<file path="src/rtl/generals_pkg.sv">
// Shared types for the Generals match sequencer: scheduler states and player ids.
package generals_pkg;

  typedef enum logic [2:0] {
    IDLE,
    PICK,
    GROWTH,
    TURN,
    OVER
  } sched_state_t;

  localparam int PLAYER_ID_W = 3;
  typedef logic [PLAYER_ID_W-1:0] player_id_t;

  localparam player_id_t PLAYER_NONE = '0;

endpackage

</file>
<file path="src/rtl/next_alive_finder.sv">
// Combinational search for the first alive player strictly after `origin`, wrapping,
// plus a wrap flag and a count of living players.
module next_alive_finder #(
  parameter int N    = 7,
  parameter int ID_W = 3
) (
  input  logic [N-1:0]    alive,
  input  logic [ID_W-1:0] origin,
  output logic [ID_W-1:0] found,
  output logic            wrapped,
  output logic [ID_W-1:0] count
);

  localparam logic [ID_W:0] N_EXT = (ID_W + 1)'(N);

  logic [N-1:0]    rotated;
  logic [ID_W-1:0] offset;
  logic            any;
  logic [ID_W:0]   sum;
  logic [ID_W:0]   id_ext;

  // Bit j of rotated is the player (origin + j) mod N + 1.
  assign rotated = N'({alive, alive} >> origin);

  always_comb begin
    offset = '0;
    any    = 1'b0;
    for (int j = N - 1; j >= 0; j--) begin
      if (rotated[j]) begin
        offset = ID_W'(j);
        any    = 1'b1;
      end
    end
  end

  assign sum    = {1'b0, origin} + {1'b0, offset} + 1'b1;
  assign id_ext = (sum > N_EXT) ? (sum - N_EXT) : sum;
  assign found  = any ? id_ext[ID_W-1:0] : '0;
  assign wrapped = any && (found <= origin);

  always_comb begin
    count = '0;
    for (int i = 0; i < N; i++) begin
      count = count + ID_W'(alive[i]);
    end
  end

endmodule

</file>
<file path="src/rtl/turn_scheduler.sv">
// Turn sequencer for a Generals match: picks the next living player, times each
// turn, counts rounds and requests a growth sweep at every round wrap.
module turn_scheduler
  import generals_pkg::*;
#(
  parameter int MAX_PLAYER_CNT      = 7,
  parameter int LOG2_MAX_PLAYER_CNT = 3,
  parameter int LOG2_MAX_ROUND      = 12,
  parameter int TURN_TICKS          = 500_000_000,
  parameter int TIMER_WIDTH         = 29,
  parameter int GROWTH_PERIOD       = 25
) (
  input  logic                           clock,
  input  logic                           reset_n,
  input  logic                           start,
  input  logic [MAX_PLAYER_CNT-1:0]      alive,
  input  logic                           move_done,
  input  logic                           growth_ack,
  output logic [LOG2_MAX_PLAYER_CNT-1:0] current_player,
  output logic [LOG2_MAX_PLAYER_CNT-1:0] next_player,
  output logic                           turn_active,
  output logic [LOG2_MAX_ROUND-1:0]      round,
  output logic [TIMER_WIDTH-1:0]         time_left,
  output logic                           growth_req,
  output logic                           growth_all,
  output logic                           game_over,
  output logic [LOG2_MAX_PLAYER_CNT-1:0] winner
);

  localparam int                    ID_W       = LOG2_MAX_PLAYER_CNT;
  localparam logic [ID_W-1:0]       ID_NONE    = ID_W'(PLAYER_NONE);
  localparam logic [TIMER_WIDTH-1:0] TIMER_LOAD = TIMER_WIDTH'(TURN_TICKS - 1);

  sched_state_t                state_reg, state_next;
  logic [LOG2_MAX_ROUND-1:0]   round_reg, round_next, round_inc;
  logic [ID_W-1:0]             origin_reg, origin_next;
  logic [ID_W-1:0]             current_reg, current_next;
  logic [ID_W-1:0]             pending_reg, pending_next;
  logic [ID_W-1:0]             winner_reg, winner_next;
  logic [ID_W-1:0]             next_reg;
  logic [TIMER_WIDTH-1:0]      timer_reg, timer_next;
  logic                        growth_req_reg, growth_req_next;
  logic                        growth_all_reg, growth_all_next;

  logic [ID_W-1:0]             pick_found, pick_count, next_found, next_count;
  logic                        pick_wrapped, next_wrapped, next_unused;
  logic [MAX_PLAYER_CNT-1:0]   cur_hit;
  logic                        cur_alive;

  next_alive_finder #(.N(MAX_PLAYER_CNT), .ID_W(ID_W)) pick_finder (
    .alive   (alive),
    .origin  (origin_reg),
    .found   (pick_found),
    .wrapped (pick_wrapped),
    .count   (pick_count)
  );

  next_alive_finder #(.N(MAX_PLAYER_CNT), .ID_W(ID_W)) peek_finder (
    .alive   (alive),
    .origin  (current_reg),
    .found   (next_found),
    .wrapped (next_wrapped),
    .count   (next_count)
  );

  assign next_unused = ^{next_wrapped, next_count};

  genvar gi;
  generate
    for (gi = 0; gi < MAX_PLAYER_CNT; gi++) begin : g_cur_hit
      assign cur_hit[gi] = alive[gi] && (current_reg == ID_W'(gi + 1));
    end
  endgenerate
  assign cur_alive = |cur_hit;

  assign round_inc = (round_reg == '1) ? round_reg : round_reg + 1'b1;

  always_comb begin
    state_next      = state_reg;
    round_next      = round_reg;
    origin_next     = origin_reg;
    current_next    = current_reg;
    pending_next    = pending_reg;
    winner_next     = winner_reg;
    timer_next      = timer_reg;
    growth_req_next = growth_req_reg;
    growth_all_next = growth_all_reg;
    case (state_reg)
      IDLE, OVER: begin
        if (start) begin
          state_next   = PICK;
          round_next   = LOG2_MAX_ROUND'(1);
          origin_next  = ID_NONE;
          current_next = ID_NONE;
          winner_next  = ID_NONE;
        end
      end
      PICK: begin
        if (pick_count <= ID_W'(1)) begin
          state_next   = OVER;
          winner_next  = (pick_count == ID_W'(1)) ? pick_found : ID_NONE;
          current_next = ID_NONE;
        end else if (pick_wrapped && origin_reg != ID_NONE) begin
          state_next      = GROWTH;
          round_next      = round_inc;
          pending_next    = pick_found;
          growth_req_next = 1'b1;
          growth_all_next = (int'(round_inc) % GROWTH_PERIOD) == 0;
        end else begin
          state_next   = TURN;
          current_next = pick_found;
          timer_next   = TIMER_LOAD;
        end
      end
      GROWTH: begin
        if (growth_ack) begin
          state_next      = TURN;
          growth_req_next = 1'b0;
          growth_all_next = 1'b0;
          current_next    = pending_reg;
          timer_next      = TIMER_LOAD;
        end
      end
      TURN: begin
        // Any combination of end events collapses into a single advance.
        if (move_done || timer_reg == '0 || !cur_alive) begin
          state_next   = PICK;
          origin_next  = current_reg;
          current_next = ID_NONE;
          timer_next   = '0;
        end else begin
          timer_next = timer_reg - 1'b1;
        end
      end
      default: state_next = IDLE;
    endcase
  end

  always_ff @(posedge clock) begin
    if (!reset_n) begin
      state_reg      <= IDLE;
      round_reg      <= '0;
      origin_reg     <= '0;
      current_reg    <= '0;
      pending_reg    <= '0;
      winner_reg     <= '0;
      next_reg       <= '0;
      timer_reg      <= '0;
      growth_req_reg <= 1'b0;
      growth_all_reg <= 1'b0;
    end else begin
      state_reg      <= state_next;
      round_reg      <= round_next;
      origin_reg     <= origin_next;
      current_reg    <= current_next;
      pending_reg    <= pending_next;
      winner_reg     <= winner_next;
      next_reg       <= next_found;
      timer_reg      <= timer_next;
      growth_req_reg <= growth_req_next;
      growth_all_reg <= growth_all_next;
    end
  end

  assign current_player = current_reg;
  assign next_player    = next_reg;
  assign turn_active    = (state_reg == TURN);
  assign round          = round_reg;
  assign time_left      = timer_reg;
  assign growth_req     = growth_req_reg;
  assign growth_all     = growth_all_reg;
  assign game_over      = (state_reg == OVER);
  assign winner         = winner_reg;

endmodule
</file>
<file path="config.mk">
export PLATFORM = sky130hd
export DESIGN_NAME = turn_scheduler
export DESIGN_NICKNAME = d
export VERILOG_FILES = /design/src/rtl/generals_pkg.sv /design/src/rtl/next_alive_finder.sv /design/src/rtl/turn_scheduler.sv
export SDC_FILE = /design/constraint.sdc
export NUM_CORES = 1
export LEC_CHECK = 0
export ABC_CLOCK_PERIOD_IN_PS = 12900
export CORE_UTILIZATION = 35
export CTS_CLUSTER_SIZE = 25
export DETAILED_ROUTE_END_ITERATION = 10
export GPL_ROUTABILITY_DRIVEN = 0
export PLACE_DENSITY = 0.64
export SKIP_LAST_GASP = 1
export SLEW_MARGIN = 20
export SYNTH_ARGS = -nofsm -noshare
export SYNTH_HDL_FRONTEND = slang
export SYNTH_HIERARCHICAL = 1
export SYNTH_SLANG_ARGS = --single-unit
</file>
<file path="constraint.sdc">
create_clock -name clock -period 12.9 [get_ports clock]
set_input_delay 1.29 -clock clock [delete_from_list [all_inputs] [get_ports clock]]
set_output_delay 1.29 -clock clock [all_outputs]
set_load 0.02 [all_outputs]
</file>
; Yosys cells after proc, flatten, opt, wreduce, memory -nomap -nowiden
; Index checks and enable logic that the tools add are counted.
[op_classes]
add_sub_neg = 14
div = 1
magnitude_cmp = 4
n_eq_ne = 21
n_shift = 2
mux = 65
bitwise = 1
reduce_logical = 32
[ops]
columns = operator, count
row1 = 2-to-1 mux 29 bit, 4
row2 = 2-to-1 mux 3 bit, 29
row3 = case mux 29 bit (3 select lines), 1
row4 = 2-to-1 mux 12 bit, 4
row5 = zero test 32 bit, 1
row6 = "remainder unit 13 x 6 -> 32 bit, second input constant", 1
row7 = zero test 29 bit, 1
row8 = "subtractor 29 x 1 -> 29 bit, second input constant", 1
row9 = right shift 14 x 3 -> 7 bit, 2
row10 = case mux 12 bit (2 select lines), 1
row11 = case mux 3 bit (4 select lines), 2
row12 = 2-to-1 mux 1 bit, 20
row13 = adder 3 x 1 -> 3 bit, 5
row14 = "== test 3 bit, second input constant", 5
row15 = "adder 12 x 1 -> 12 bit, second input constant", 1
row16 = "== test 12 bit, second input constant", 1
row17 = "== test 3 x 2 -> 1 bit, second input constant", 4
row18 = "!= test 2 bit, second input constant", 6
row19 = case mux 3 bit (2 select lines), 2
row20 = AND reduction 3 bit, 4
row21 = AND reduction 4 bit, 3
row22 = "== test 3 x 1 -> 1 bit, second input constant", 3
row23 = logical AND 1 bit, 9
row24 = adder 3 x 3 -> 4 bit, 2
row25 = 20 further kinds, 28
[totals]
ff_bits = 61
input_bits = 12
output_inout_bits = 54
wordCells = 150

; Depth between registers and ports, before layout
; Gate-level depths: netlist (run 1).
[depth]
ltp_word = 19
depth_mapped = 37
mapped_depth_nobuf = 33

; Modules after synthesis
; Netlist (run 1), hierarchy kept.
[by_module_without_submodules]
columns = module, n_inst, cells_each, area_each_um2, seq_area_each_um2
row1 = turn_scheduler, 1, 756, 5566.6, 1221.2
row2 = next_alive_finder at peek_finder, 1, 104, 852.1, 0.0
row3 = next_alive_finder at pick_finder, 1, 97, 827.0, 0.0

; Worst setup path before layout (run 1)
; OpenSTA, ideal clock, no wires.
[synth_path]
path_kind = register to register
start = reg round_reg[1] (netlist: round[1])
end = reg growth_all_reg (netlist: growth_all)
setup_ns = 0.061
arrival_ns = 7.675
required_time_ns = 12.839
slack_ns = 5.165
path_stages_with_launch = 34
path_buffers = 2
synth_period_minus_slack_ns = 7.735
path_cell_list = dfxtp_1 > ha_1 > nand3_1 > nor3_1 > mux2i_1 > nor2_1 > ha_1 > nand2b_1 > a2111oi_4 > nor4_2 > o31ai_4 > nor2_1 > or4b_1 > and3_1 > buf_6 > a21oi_4 > nor3b_2 > a221oi_2 > nor3_2 > buf_6 > a31oi_1 > xnor2_1 > inv_1 > ha_1 > nor4_2 > a211oi_2 > nor3_4 > xnor2_1 > ha_1 > o211ai_1 > a21oi_1 > o21ai_0 > a2111oi_2 > a32o_1
[synth_between]
elab_chain_cells = 7
elab_cells_between_ends = 8
cone_classes = add/sub (1) / div (1) / eq/ne (1) / mux (4) / reduce/logical (1)
[synth_lines]
columns = element, line_no
row1 = from (decl), turn_scheduler.sv:35  ; logic [LOG2_MAX_ROUND-1:0] round_reg, round_next, round_inc;
row2 = from (signal assigned), turn_scheduler.sv:153  ; round_reg <= round_next;
row3 = adder 12 x 1 -> 12 bit or == test 12 bit (tied branches), turn_scheduler.sv:76  ; assign round_inc = (round_reg == '1) ? round_reg : round_reg + 1'b1;
row4 = 2-to-1 mux 12 bit *, turn_scheduler.sv:76
row5 = remainder unit 13 x 6 -> 32 bit *, turn_scheduler.sv:108  ; growth_all_next = (int'(round_inc) % GROWTH_PERIOD) == 0;
row6 = zero test 32 bit *, turn_scheduler.sv:108
row7 = 2-to-1 mux 1 bit *, turn_scheduler.sv:103  ; end else if (pick_wrapped && origin_reg != ID_NONE) begin
row8 = 2-to-1 mux 1 bit *, turn_scheduler.sv:99  ; if (pick_count <= ID_W'(1)) begin
row9 = case mux 1 bit (2 select lines) *, turn_scheduler.sv:88  ; case (state_reg)
row10 = to (signal assigned), turn_scheduler.sv:161  ; growth_all_reg <= growth_all_next;
row11 = to (decl), turn_scheduler.sv:43  ; logic growth_all_reg, growth_all_next;
; Every way passes the cells marked *; elsewhere a longest branch is shown, timed or not. The select of a mux whose other input is x is not followed.
; A chain may end at the register's enable or synchronous reset.

; Final worst setup path (run 1)
[layout_path]
start = reg round_reg[0] (netlist: round[0])
end = reg growth_all_reg (netlist: growth_all)
; The elaborated chain is that of the path after synthesis.

==> results.json, run 1 <==
{
  "max_slew_margin_pct": 25.8,
  "finalNetCount": 1011,
  "antenna_left": 0,
  "cpPeakStageDelay_ps": 700,
  "timing.critical_path.from_type": "flop",
  "most-common-layout-cells": "nor2_1 (124), a21oi_1 (71), clkdlybuf4s50_1 (65)",
  "clock_tree_from_tritoncts": "yes",
  "dpl.hpwl_um": 14700,
  "fillers": 2073,
  "fin_worst_hold_slack_ps": 483,
  "hold_viol_final": 0,
  "max_slew.worst_pin.slew_ps": 1100,
  "critPathRequiredTime_ps": 13160,
  "fin_crit_sh_pct": 70.1,
  "worst_hold_path.endpoint": "growth_req",
  "postCtsResizedCells": 0,
  "drtIter0Drc": 556,
  "run_status": "completed",
  "clkTransAtPathRegs_ps": 50,
  "final-max-slew-violation-count": 0,
  "ff2ff_path_depth": 31,
  "pwr_density_cell_nw_per_um2": 116,
  "largest_register_ff_count": 29,
  "r2r_start": "round[0]",
  "reg_to_reg_critical_path_endpoint": "growth_all",
  "drt_pre_antenna_iters": 8,
  "grt_pass1_vias": 6763,
  "die_height_um": 144,
  "worst_path_most_repeated_cell": "ha_1",
  "pin_count_of_the_biggest_net_entering_global_routing": 32,
  "antenna_cells": 0,
  "final_worst_clock_skew_ps": 7.19,
  "report.final.setup_viol": 0,
  "hold_buffers": 0,
  "rows": 51,
  "cts-root-to-sink-buffers": 2,
  "vdd_ir_drop_max_v": 0.000119,
  "post_drt_via_cell_ratio": 5.98,
  "cts_root_buf": "clkbuf_16",
  "numPortBuffers": 65,
  "core_region_area_um2": 19700,
  "post_synth_instance_area_um2": 7070,
  "ioPinCount": 66,
  "synthesis.instances": 937,
  "post_synth.cell_area_avg_um2": 7.54,
  "layout_min_cycle_time_ps": 9050,
  "max_freq_mhz": 111,
  "worst-path-max-fanout": 12,
  "reg2reg_slack_ps": 3850,
  "leakagePower_uw": 0.00297,
  "met1_usage_pct": 25.5,
  "area_growth_syn_to_layout_pct": 14.9,
  "die_x_um": 144,
  "cap_violations": 0,
  "routed_via_count": 7436,
  "grt-ovfl-total": 0,
  "gr-usage-met2_pct": 31.9,
  "design.die.area_um2": 20800,
  "post_cts_buffers": 0,
  "worstSetupEndpointType": "flop",
  "grt_pass1_wl_um": 33300,
  "htree_levels": 3,
  "post_dr_wirelength_cell_um": 16.2,
  "setup_total_negative_slack_ps": 0,
  "timing.hold.worst.class": "flop to flop",
  "holdPathStages": 2,
  "clk-insertion-delay-late_ps": 330,
  "hold_path.startpoint": "growth_req",
  "initial_antenna_violation_count": 0,
  "critical_path_class": "flop to flop",
  "grt_usage_pct": 19.5,
  "layout.cells.most_common": "nor2_1",
  "start_util_pct": 36.0,
  "routed_wl_um": 20100,
  "cts_buffers": 9,
  "cp_slowest_cell": "mux2i_1",
  "grt_use_met3_pct": 3.54,
  "worstPathArrival_ps": 9310,
  "syn-num-nets": 974,
  "yosys_warnings": 6,
  "clock_sink_count": 61,
  "drt_drc_violations_left": 0,
  "grt_setup_unrepaired": "false",
  "grt_busiest_layer": "met2",
  "final_layout_size_suffix_gt1_share_pct": 10.0
}
-- critical path: cells and delay by family (launching register included) --
family | cells | cell delay [ps]
buf+inv | 1 | 110
xor+xnor | 2 | 500
flops | 1 | 490
mux | 1 | 700
compound gates | 11 | 1990
fa+ha+maj | 4 | 1110
simple gates | 12 | 4070
-- cell type report --
type | count | area, um2 | area share (%)
Timing Repair Buffer | 72 | 703 | 8.65
Inverter | 46 | 173 | 2.13
Sequential cell | 61 | 1220 | 15.0
Tap cell | 265 | 332 | 4.08
Clock buffer | 12 | 256 | 3.16
Clock inverter | 4 | 22.5 | 0.277
Multi-Input combinational cell | 784 | 5420 | 66.7
-- worst max path at each step --
stage	endpoint	from	cells past startpoint
finish	growth_all	round[0]	31
global route	growth_all	round[0]	31
CTS	growth_all	round[0]	31
detailed placement	growth_all	round[0]	31
global placement	growth_all	round[0]	31
floorplan	growth_all	round[1]	33
-- per-stage QoR --
stage | cell area [um2] | worst slack, ps | total power, uW | util (%) | instances
6_report | 8130 | 3850 | 941 | 41.3 | 1244
5_1_grt | 8130 | 3090 | 1010 | 41.3 | 1244
4_1_cts | 8130 | 3960 | 947 | 41.3 | 1244
3_5_place_dp | 7850 | 3990 | 718 | 39.9 | 1228
3_3_place_gp | 7850 | 4210 | 713 | 39.9 | 1228
2_1_floorplan | 7070 | 5160 | 581 | - | 937
-- power by group --
group          total, uW  internal, uW  switching, uW
Combinational        452           195            256
Sequential           267           221           45.8
Clock                223           139           83.3
-- routing by layer --
| layer | part of all wire (%) | wire (um) | vias to the layer above |
|---|---|---|---|
| li1 | - | - | 3635 |
| met4 | 2.2 | 444 | 0 |
| met1 | 45 | 9060 | 3508 |
| met5 | 0 | 0 | - |
| met3 | 6.2 | 1240 | 39 |
| met2 | 47 | 9380 | 254 |
Power figures use the tool's default switching activity.
==> inputs of run 2 (changes only) <==
- ABC_CLOCK_PERIOD_IN_PS: 12900 -> 9000
- clock period: 12.9 -> 9 ns (I/O delays scaled with it)
==> run 2 against run 1 <==
  * Register-to-register slack worse by 3300 ps
  * Via count hardly changed
  * Flip-flop and latch count stayed put
  * Critical path type unchanged
  * Maximum frequency is 7.3% higher
  * Final cell count is 0.32% higher
  * Worst setup slack worse by 3300 ps
  * Critical path depth is 3 higher
  * Clock power is 68% higher
  * Non-clock buffer count is 4 higher
  * Clock-buffer cell count is 2 lower
==> results.json, run 2 (synthesis gave the netlist of run 1 again) <==
{
  "grt_pass1_wl_um": 33500,
  "instances_no_fill": 1248,
  "htree_levels": 3,
  "most-common-layout-cells": "nor2_1 (122), a21oi_1 (71), clkdlybuf4s50_1 (65)",
  "ff2ff_path_depth": 34,
  "post_placement_setup_slack_ps": 490,
  "grt_pass1_vias": 6571,
  "worst-path-max-fanout": 12,
  "internal_power_uw": 847,
  "report.power.total_uw": 1410,
  "core_region_area_um2": 19700,
  "finalNetCount": 1015,
  "hold_viol_final": 0,
  "power.combinational.fraction_pct": 46.2,
  "reg2reg_slack_ps": 570,
  "numPortBuffers": 65,
  "cp_slowest_cell": "or4b_1",
  "cap_violations": 0,
  "final_worst_clock_skew_ps": 4.41,
  "dpl.hpwl_um": 14800,
  "clock_sink_count": 61,
  "largest_register_ff_count": 29,
  "final_layout_size_suffix_gt1_share_pct": 11.9,
  "dpl.cell_count": 1231,
  "grt_usage_pct": 19.8,
  "pin_count_of_the_biggest_net_entering_global_routing": 32,
  "post_drt_via_cell_ratio": 5.96,
  "die_x_um": 144,
  "hold_buffers": 0,
  "area_growth_syn_to_layout_pct": 17.0,
  "die_height_um": 144,
  "final_core_utilization_pct": 42.1,
  "critical_path_class": "flop to flop",
  "cp_num_buf_inv": 3,
  "report.final.setup_viol": 0,
  "switching_share_pct": 39.8,
  "worstPathArrival_ps": 8710,
  "design.die.area_um2": 20800,
  "antenna_left": 0,
  "pwr-share-seq_pct": 27.2,
  "drt_pre_antenna_iters": 5,
  "layout_min_cycle_time_ps": 8430,
  "worst_path_most_repeated_cell": "ha_1",
  "drt_drc_violations_left": 0,
  "start_util_pct": 36.0,
  "share_clk_of_total_power_pct": 26.6,
  "drtIter0Drc": 491,
  "worstSetupEndpointType": "flop",
  "fin_crit_sh_pct": 93.7,
  "holdPathStages": 2,
  "grt-ovfl-total": 0,
  "leakagePower_uw": 0.00302,
  "vdd_ir_drop_max_v": 0.000186,
  "routed_wl_um": 20500,
  "rows": 51,
  "timing.critical_path.from_type": "flop",
  "clock_tree_from_tritoncts": "yes",
  "pwr_density_cell_nw_per_um2": 170,
  "max_slew_margin_pct": 38.2,
  "routed_via_count": 7443,
  "cts-root-to-sink-buffers": 2,
  "clkTransAtPathRegs_ps": 50,
  "fin_worst_hold_slack_ps": 478,
  "path_delay_family": "compound AO/OA/AOI/OAI gates",
  "timing.hold.worst.class": "flop to flop",
  "max_freq_mhz": 119,
  "run_status": "completed",
  "critPathRequiredTime_ps": 9280,
  "switchingPower_uw": 560,
  "final-max-slew-violation-count": 0,
  "post_dr_wirelength_cell_um": 16.4,
  "cpPeakStageDelay_ps": 540,
  "max_slew.worst_pin.slew_ps": 925,
  "initial_antenna_violation_count": 0,
  "ioPinCount": 66,
  "layout.cells.most_common": "nor2_1",
  "antenna_cells": 0,
  "worstSetupPathDepth": 34,
  "cts_buffers": 9,
  "postLayoutSetupSlackWorst_ps": 567,
  "cts_root_buf": "clkbuf_16",
  "clk-insertion-delay-late_ps": 330
}
[run 2: changes by cell type in the layout (fill, tap and decap cells not counted), sizes merged]
cell / change
clkbuf: -2
bufinv: +2
buf: +4
[run 2: tightest hold or removal path, delay by kind of cell, from the launching register on]
family	cells	cell delay (ps)
flops	1	310
compound gates	1	60
simple gates	1	50
[run 2: layer usage]
layer,up-vias,global-route usage [%],share of wire [%]
met4,0,4.93,1.1
met3,24,3.84,6.2
li1,3639,-,-
met1,3534,26.5,45
met2,246,32.4,48
met5,-,0,0
[run 2: path summary, 6_finish.rpt]
kind / start / to
min reg2reg: growth_req / growth_req
max: round[1] / growth_all
min: growth_req / growth_req
max reg2reg: round[1] / growth_all
[run 2: power by group through the flow]
| stage | Sequential (uW) | Combinational, uW | Clock (uW) |
|---|---|---|---|
| 2_1_floorplan | 421 | 412 | 0 |
| 3_3_place_gp | 386 | 636 | 0 |
| 3_5_place_dp | 387 | 644 | 0 |
| 4_1_cts | 382 | 650 | 381 |
| 5_1_grt | 392 | 719 | 394 |
| 6_report | 383 | 650 | 374 |
[run 2: cell type report]
class / count / area [um2]
Clock buffer: 10 / 239
Tap cell: 265 / 332
Fill cell: 2094 / 11400
Timing Repair Buffer: 76 / 733
Multi-Input combinational cell: 784 / 5490
Sequential cell: 61 / 1220
Inverter: 46 / 173
Clock inverter: 6 / 86.3
[run 2: what timing repair did]
action	CTS	global route
gates resized for setup	0	15
setup endpoints to repair	0	1
setup buffers	0	1
[run 2: metrics by stage]
step / TNS, ps / cell area, um2
global route: -24.9 / 8270
detailed placement: 0 / 7870
CTS: 0 / 8190
finish: 0 / 8270
floorplan: 0 / 7070
global placement: 0 / 7870
